## config.mk

```make
export PLATFORM = sky130hd
export DESIGN_NAME = mult_desp_suma
export DESIGN_NICKNAME = d
export VERILOG_FILES = /design/src/rtl/mult_desp_suma.sv
export SDC_FILE = /design/constraint.sdc
export NUM_CORES = 1
export LEC_CHECK = 0
export BUFFER_PORTS_ARGS = -buffer_cell sky130_fd_sc_hd__buf_2
export CORE_MARGIN = 1
export CORE_UTILIZATION = 52
export CTS_CLUSTER_SIZE = 14
export DETAILED_ROUTE_END_ITERATION = 12
export PLACE_DENSITY = 0.76
export SYNTH_ARGS = -nofsm -noshare
export SYNTH_HDL_FRONTEND = slang
export SYNTH_SLANG_ARGS = --single-unit
```

## constraint.sdc

```tcl
create_clock -name clk -period 3.1 [get_ports clk]
set_clock_uncertainty 0.15 [all_clocks]
set_input_delay 0.31 -clock clk [delete_from_list [all_inputs] [get_ports clk]]
set_output_delay 0.31 -clock clk [all_outputs]
set_load 0.02 [all_outputs]
```

## src/rtl/mult_desp_suma.sv

```systemverilog
// mult_desp_suma: sequential shift-and-add unsigned multiplier built on the sumadores adder
module sumadores (
  input  logic [3:0] a,
  input  logic [3:0] b,
  input  logic       c_in,
  output logic [3:0] s,
  output logic       c_out
);
  logic [4:0] c;
  assign c[0] = c_in;
  for (genvar i = 0; i < 4; i++) begin : g_fa
    assign s[i]   = a[i] ^ b[i] ^ c[i];
    assign c[i+1] = (a[i] & b[i]) | (c[i] & (a[i] ^ b[i]));
  end
  assign c_out = c[4];
endmodule

module mult_desp_suma #(
  parameter int WIDTH = 4
) (
  input  logic                 clk,
  input  logic                 rst,
  input  logic                 start,
  input  logic [WIDTH-1:0]     a,
  input  logic [WIDTH-1:0]     b,
  output logic                 busy,
  output logic                 done,
  output logic [2*WIDTH-1:0]   product
);
  localparam int CW = $clog2(WIDTH) + 1;
  typedef enum logic [1:0] {IDLE, ITER, FIN} state_t;
  state_t           state;
  logic [WIDTH-1:0] mcand, mplr, s, nxt_mplr;
  logic [WIDTH:0]   acc, nxt_acc;
  logic [CW-1:0]    cnt;
  logic             c;
  if (WIDTH == 4) begin : g_add
    sumadores u_add (.a(acc[WIDTH-1:0]), .b(mcand), .c_in(1'b0), .s(s), .c_out(c));
  end else begin : g_add
    assign {c, s} = {1'b0, acc[WIDTH-1:0]} + {1'b0, mcand};
  end
  // one shift-and-add step: add mcand into the upper half only when the multiplier LSB is set
  always_comb begin
    nxt_acc  = mplr[0] ? {1'b0, c, s[WIDTH-1:1]} : {1'b0, acc[WIDTH:1]};
    nxt_mplr = mplr[0] ? {s[0], mplr[WIDTH-1:1]} : {acc[0], mplr[WIDTH-1:1]};
  end
  assign busy = (state == ITER);
  assign done = (state == FIN);
  // control FSM and datapath registers; FIN accepts start like IDLE for back-to-back use
  always_ff @(posedge clk) begin
    if (rst) begin
      state   <= IDLE;
      mcand   <= '0;
      mplr    <= '0;
      acc     <= '0;
      cnt     <= '0;
      product <= '0;
    end else begin
      case (state)
        IDLE, FIN: begin
          if (start) begin
            mcand <= a;
            mplr  <= b;
            acc   <= '0;
            cnt   <= '0;
            state <= ITER;
          end else begin
            state <= IDLE;
          end
        end
        ITER: begin
          acc  <= nxt_acc;
          mplr <= nxt_mplr;
          cnt  <= cnt + CW'(1);
          if (cnt == CW'(WIDTH - 1)) begin
            product <= {nxt_acc[WIDTH-1:0], nxt_mplr};
            state   <= FIN;
          end
        end
        default: state <= IDLE;
      endcase
    end
  end
endmodule

```

# --- Word-level counts from Yosys, hierarchy flattened ---
# Index checks and enable logic that the tools add are counted.
op_classes:
  eq_ne: 5
  n_addsub: 1
  muxes: 11
  reduce_logical: 6
  n_bitwise: 17
ops:
  columns: ["operator", "n"]
  rows:
  - ["$mux W4", 3]
  - ["$pmux W5 S2", 1]
  - ["$pmux W4 S2", 1]
  - ["$and A1 B1 Y1", 7]
  - ["$xor A1 B1 Y1", 7]
  - ["$pmux W3 S2", 1]
  - ["$reduce_and A2 Y1", 3]
  - ["$mux W5", 1]
  - ["$pmux W2 S2", 1]
  - ["$add A3 B1 Y3 const B", 1]
  - ["$eq A3 B2 Y1 const B", 1]
  - ["$mux W3", 1]
  - ["$or A1 B1 Y1", 3]
  - ["$eq A2 B1 Y1 const B", 1]
  - ["$eq A2 B2 Y1 const B", 1]
  - ["$logic_not A2 Y1", 1]
  - ["$mux W2", 1]
  - ["$ne A2 B1 Y1 const B", 1]
  - ["$ne A2 B2 Y1 const B", 1]
  - ["$reduce_bool A2 Y1", 1]
  - ["$reduce_or A2 Y1", 1]
  - ["$mux W1", 1]
totals:
  wordCells: 46
  inputBits: 11
  reg_bits: 26
  output_inout_bits: 10

# --- Depth between registers and ports, before layout ---
# Gate-level depths: netlist (run 1).
logic_depth:
  depth_word: 9
  mapped_depth: 7
  depth_no_buf: 7

# --- Modules after synthesis ---
# A second synthesis (run 1) with hierarchy kept.
unflattened:
  cells_unflattened: 134
  area_unflattened_um2: 1176.1
by_module_without_submodules:
  columns: ["module", "cells_per_inst", "area_per_inst_um2", "n_inst", "seq_area_each_um2"]
  rows:
  - ["mult_desp_suma", 120, 1058.5, 1, 500.5]
  - ["sumadores", 14, 117.6, 1, 0.0]

# --- Worst setup path after synthesis (run 1) ---
# No wires, ideal clock.
synth_timing:
  path_type: "flip-flop to flip-flop"
  start: "reg acc[0]"
  end: "reg acc[2]"
  path_buffers: 0
  arrival_ns: 2.095
  path_slack_ns: 0.741
  path_stages_with_launch: 8
  setup_ns: 0.115
  period_less_slack_ns: 2.359
  path_cell_list: "dfxtp_1 ha_1 fa_1 fa_1 fa_1 mux2i_1 nor2_1 o21ba_1"
synth_via:
  elab_chain_cells: 8
synth_rtl:
  columns: ["element", "line_no", "source"]
  rows:
  - ["from (decl)", "34", "logic [WIDTH:0] acc, nxt_acc;"]
  - ["from (signal assigned)", "72", "acc <= nxt_acc;"]
  - ["$and A1 B1 Y1 (2 in series)", "13", "assign c[i+1] = (a[i] & b[i]) | (c[i] & (a[i] ^ b[i]));"]
  - ["$or A1 B1 Y1", "13", null]
  - ["$and A1 B1 Y1", "13", null]
  - ["$or A1 B1 Y1", "13", null]
  - ["$xor A1 B1 Y1", "12", "assign s[i] = a[i] ^ b[i] ^ c[i];"]
  - ["$mux W4", "44", "nxt_acc = mplr[0] ? {1'b0, c, s[WIDTH-1:1]} : {1'b0, acc[WIDTH:1]};"]
  - ["$pmux W5 S2", "59", "case (state)"]
# No other way between the ends.
# A chain may end at the register's enable or synchronous reset.

# --- Worst setup path in the final report (run 1) ---
# Same ends and word-level chain as after synthesis.

==> results of run 1 <==
[logic make-up after synthesis]
| kind of cell | Yosys count |
|---|---|
| AOI/OAI and AO/OA | 24 |
| muxes | 5 |
| and+or+nand+nor | 53 |
| buffers and inverters | 10 |
| DFF | 25 |
| adders and majority gates | 6 |
[metal layers]
layer | GRT usage | up-vias
li1 | - | 452
met1 | 0.227 | 411
met2 | 0.340 | 23
met3 | 0.0314 | 6
met4 | 0.0784 | 0
met5 | 0 | -
[flip-flops by register name (all words and copies together) (netlist names)]
register	cells
product	8
acc	4
mcand	4
state	2
cnt	3
mplr	4
[critical path, cell delays in order, from the launching register on]
cell and delay [ns]:
dfxtp_1 0.35, ha_1 0.21, fa_1 0.38, fa_1 0.39, fa_1 0.43, mux2i_1 0.22
nor2_1 0.07, o21ba_1 0.21
[power groups by stage]
stage | Combinational, uW | Clock (uW) | Sequential, uW
6_report | 56.0 | 154 | 344
3_5_place_dp | 55.5 | 0 | 351
2_1_floorplan | 48.1 | 0 | 346
4_1_cts | 56.5 | 154 | 344
5_1_grt | 62.8 | 166 | 346
3_3_place_gp | 54.4 | 0 | 350
[per-stage QoR]
stage | setup slack (ns) | std cells | power, uW | hold WS (ns)
detailed placement | 0.623 | 162 | 407 | 0.297
finish | 0.615 | 166 | 555 | 0.0553
global placement | 0.672 | 162 | 405 | 0.289
global route | 0.523 | 166 | 575 | 0.0670
CTS | 0.611 | 166 | 555 | 0.0557
floorplan | 0.741 | 123 | 394 | 0.232
[layout make-up]
type / instances / area, um^2
fillers: 188 / 752
multi-input cells: 88 / 558
flip-flops and latches: 25 / 500
repair buffers: 20 / 100
well taps: 27 / 33.8
clock buffers: 3 / 22.5
clock inverters: 1 / 7.51
inverters: 2 / 7.51
[worst paths after layout]
check	from	to	slack, ns
hold reg to reg	product[7]	product[7]	0.32
hold / removal	a[3]	mcand[3]	0.06
setup reg to reg	acc[0]	acc[2]	0.61
setup / recovery	acc[0]	acc[2]	0.61
[placed cells by master (no fill, tap or decap)]
cell        instances
nand2b_1            3
nand2b_2            1
and3b_1             1
mux2i_1             4
a311oi_1            3
a21o_1              1
a21oi_1            14
and3_1              2
inv_2               1
nor2_1             12
inv_1               1
nand3_1             7
o21a_1              1
buf_2              20
o21ba_1             2
fa_1                3
clkinvlp_4          1
nor3_2              1
mux2_2              1
a211oi_1            1
a211oi_2            2
ha_1                3
nor2b_1             2
nand2_1            23
clkbuf_4            3
dfxtp_1            25
nand3b_1            1
==> metrics, run 1 <==
outcome=finished, final reports clean; wire length per cell=approximately 13 um; sw power=151 uW; Critical Path RT=around 3.2 ns; Crit. End Element=flip-flop; minimum clock period=between 2 and 2.5 ns; vias in the first global route=~810; setup violators final=0; Max Freq=402 MHz; met2 wire len=1.01 mm; largest net degree at the start of global routing=26; hold buffer count at cts=0; diode count=0; synthesized area=roughly 0.0011 mm^2; Synth top area share=0.448; Yosys Warn Count=0; share of synthesized area occupied by flip-flops and latches=0.448; TNS Setup=0 ns; largest cells by area after synthesis=dfxtp_1 (45%), nand2_1 (7.7%), a21oi_1 (6.3%); post-route ant nets=0; vias=about 890; Final Cycle Share=0.802; Bufs on Longest Clock Path=2; global-route usage over all layers=0.191; ys async rst share=0; Post-synth EDFFs=0; sw frac=0.272; Die Width=roughly 48 um; Post-synth top cells=dfxtp_1 (25), nand2_1 (23), a21oi_1 (14); TritonCTS clock tree=yes; # clock sinks=25; DP HPWL=approximately 1.5 mm; Area after DPL=0.00120 mm^2; Placement Rows=16; metal3 WL=about 84 um; Clock Latency Late Sink=0.32 ns; highest metal used=met4; post-route cell area=0.00123 mm^2; Hold Path Class=in -> reg; Clock transition at path regs=0.15 ns; Comb pwr share=0.101; max cap viols=0; H-tree Lvls=1; Startpoint Class=flip-flop; DR DRC count=0; Vias/cell=roughly 5.4; layout overhead on the synthesized area=10.1%; max-slew violations=0; final core utilization=0.621; most numerous cell in the Yosys netlist=dfxtp_1; initial antenna violation count=0; first-pass GRT wire length=3.51 mm; Crit Path Max Fanout=3; clk root buf=clkbuf_4; sequential fraction of design power=0.621; WL met1=968 um; post-CTS setup repair buffer count=0; predominant post-synthesis flop cell=dfxtp_1; xor and xnor area share after synthesis=0; FF+latch count, synth=25; Synth Area in Adders=0.0873; syn_nets=140; Worst Max-Slew Pin Slew=0.686 ns; number of CTS-inserted buffers=3; maximum vdd drop=~0.25 mV; Core Region=between 0.0015 and 0.002 mm^2; Final Hold Fails=0; largest family of logic cells by synthesized area=simple AND/OR/NAND/NOR gates; Internal=around 400 uW; fin nets=roughly 160; library cells used by synthesis=28; share of cells above drive strength 1=0.216; starting density of the core=0.564; kind of critical path=reg -> reg; Slew headroom=0.542; Syn Area/Cell=around 9.1 um^2; Arr. time, crit path=between 2 and 3 ns; Die Area=0.00234 mm^2; I/O pin total=21; Synth Area in Simple Gates=0.219; Post-CTS Resized=0; post-synthesis mux area share=0.0459; Synth Area in Compound Gates=0.147; Die Ht=~48 um; clock share of power=0.278; # port buffers=20; Mapped Cells=approximately 120; DRT Pass-1 Iters=4; worst hold stages=3; Reg2Reg Depth=7; Cell Pwr Density=about 450 mW/mm^2; GRT overflow=0; GP Congestion=0.753; cell taking the most area after synthesis=dfxtp_1; Static Leak=~0.00053 uW; WL final=2.10 mm; DR iter-0 viols=17; RSZ-0062 raised after global routing=false
(Power assumes the default switching activity.)
==> run 2, diff against run 1 <==
- ABC_AREA: not set -> 1
- CORE_ASPECT_RATIO: not set -> 1.75
- CORE_UTILIZATION: 52 -> 48
- PLACE_DENSITY: 0.76 -> 0.73
- clock period: 3.1 -> 2.1 ns (I/O delays scaled with it)
==> metrics, run 2 <==
outcome=finished with violations; failing checks=negative setup slack; most common cell after layout, fill and taps aside=nand2_1; DRT Pass-1 Iters=4; predominant post-synthesis flop cell=dfxtp_1; post-CTS setup repair buffer count=0; Max Freq=approximately 450 MHz; largest cells by area after synthesis=dfxtp_1 (42%), nand2_1 (11%), nor2_1 (5.6%); library cells used by synthesis=23; Min-Delay Startpoint=b[1]; dpl ws=-0.114 ns; Post-synth top cells=nand2_1 (36), dfxtp_1 (25), nor2_1 (18); cell taking the most area after synthesis=dfxtp_1; # port buffers=20; max-slew violations=0; Most flops, register=product; I/O pin total=21; Hold Path Class=in -> reg; Worst Max-Slew Pin Slew=roughly 0.44 ns; kind of critical path=reg -> reg; vias in the first global route=approximately 970; Hold EP=mplr[1]; post-route ant nets=0; TritonCTS clock tree=yes; Startpoint Class=flip-flop; R2R Setup Slk=-0.11 ns; WL final=2.49 mm; Yosys Warn Count=0; largest net degree at the start of global routing=16; DP HPWL=1.95 mm; worst hold stages=3; Slew headroom=0.709; r2r endpoint=acc[2]; H-tree Lvls=1; GRT overflow=0; most numerous cell in the Yosys netlist=nand2_1; ys async rst share=0; Reg2Reg Depth=8; share of cells above drive strength 1=0.301; max reg flops=8; Placement Rows=23; Static Leak=0.000636 uW; hold buffer count at cts=0; wire length per cell=around 13 um; DR DRC count=0; Final Hold Fails=0; Syn Area/Cell=roughly 8 um^2; clk root buf=clkbuf_8; Critical Path RT=between 2 and 2.5 ns; FF/Latch Area=approximately 500 um^2; share of synthesized area occupied by flip-flops and latches=0.415; Arr. time, crit path=between 2 and 2.5 ns; Die Width=between 30 and 40 um; Post-synth EDFFs=0; minimum clock period=~2.2 ns; multi-input logic area=around 620 um^2; maximum vdd drop=0.525 mV; vias=1041; FF+latch count, synth=25; starting density of the core=0.517; Mapped Cells=151; synthesized area=approximately 0.0012 mm^2; most frequent cells in the layout=nand2_1 (36), dfxtp_1 (23), buf_2 (20), nor2_1 (18), nand3_1 (13); max cap viols=0; worst r2r src=acc[0]; Clock Latency Late Sink=roughly 0.27 ns; Die Ht=68.3 um; Vias/cell=about 5.3; Bufs on Longest Clock Path=2; Final Cycle Share=1.05; number of CTS-inserted buffers=3; global-route usage over all layers=0.218; Clock transition at path regs=0.08 ns; Core Region=roughly 0.0023 mm^2; syn_nets=between 150 and 200; Cell Pwr Density=665 mW/mm^2; RSZ-0062 raised after global routing=true; diode count=0; GP Congestion=0.766; CP startpoint=acc[0]; Synth top area share=0.415; initial antenna violation count=0; layout overhead on the synthesized area=14.6%; setup violators final=2; FILL cells=~220; fin nets=between 150 and 200; Die Area=about 0.0027 mm^2; Crit Path Max Fanout=2; # clock sinks=25; first-pass GRT wire length=4.06 mm; Tot Pwr=about 920 uW; Crit. End Element=flip-flop; Final WS setup=-0.109 ns; DR iter-0 viols=22
-- run 2: changes by cell type after synthesis, moves of 3 or more --
cell      delta
a21oi_1     -10
a21oi_2      +5
a311oi_1     -3
inv_1        +9
inv_2        +3
mux2i_1      -4
nand2_1     +13
nand2b_1     -3
nand3_1      +6
nand3_2      +6
nor2_1       +6
nor3_1       +3
o21ai_0      +5
-- run 2: through the flow --
| step | std cells | hold slack (ns) | utilization | cell area, um^2 | setup TNS, ns |
|---|---|---|---|---|---|
| after floorplan | 151 | 0.202 | - | 1210 | -0.0277 |
| after global placement | 194 | 0.291 | 0.568 | 1320 | -0.0524 |
| after detailed placement | 194 | 0.300 | 0.568 | 1320 | -0.132 |
| after CTS | 198 | 0.0204 | 0.588 | 1370 | -0.166 |
| after global routing | 198 | 0.0454 | 0.593 | 1380 | -0.271 |
| final | 198 | 0.0169 | 0.593 | 1380 | -0.121 |
-- run 2: how the worst max path moves through the flow --
stage | endpoint
after CTS | acc[2]
after global routing | acc[2]
after floorplan | acc[2]
after global placement | acc[2]
final | acc[2]
after detailed placement | acc[2]
-- run 2: routing by layer --
layer / part of all wire / GRT usage
met1: 0.39 / 0.222
met2: 0.56 / 0.397
met3: 0.023 / 0.0227
met4: 0.031 / 0.125
met5: 0 / 0
-- run 2: where the power goes --
group          switching (uW)  total, uW  internal [uW]  leakage (uW)
Combinational            80.2        124           44.1      0.000409
Clock                     145        281            136     0.0000228
Sequential               18.7        514            495      0.000205
-- run 2: worst max-delay path, cell delays in order, from the launching register on --
cell and delay (ns):
dfxtp_2 0.34, ha_4 0.15, fa_2 0.34, fa_2 0.35, fa_1 0.48, nand2_1 0.05, nand2_1 0.09, nand2_1 0.07
a21oi_2 0.12
-- run 2: layout make-up --
class / instances / area share
Sequential cell: 25 / 0.364
Inverter: 14 / 0.0380
Multi-Input combinational cell: 106 / 0.448
Tap cell: 25 / 0.0226
Timing Repair Buffer: 24 / 0.0942
Clock buffer: 4 / 0.0326
-- run 2: cell families after synthesis --
logic type               synth area share
AND/OR/NAND/NOR                     0.324
flip-flops                          0.415
buffers and inverters              0.0851
AO/OA/AOI/OAI                      0.0945
adder cells (fa/ha/maj)            0.0810
-- run 2: repair_timing --
item                       4_1_cts  5_1_grt
pin swaps                        2        1
resized for setup                1        2
setup endpoints to repair        3        3
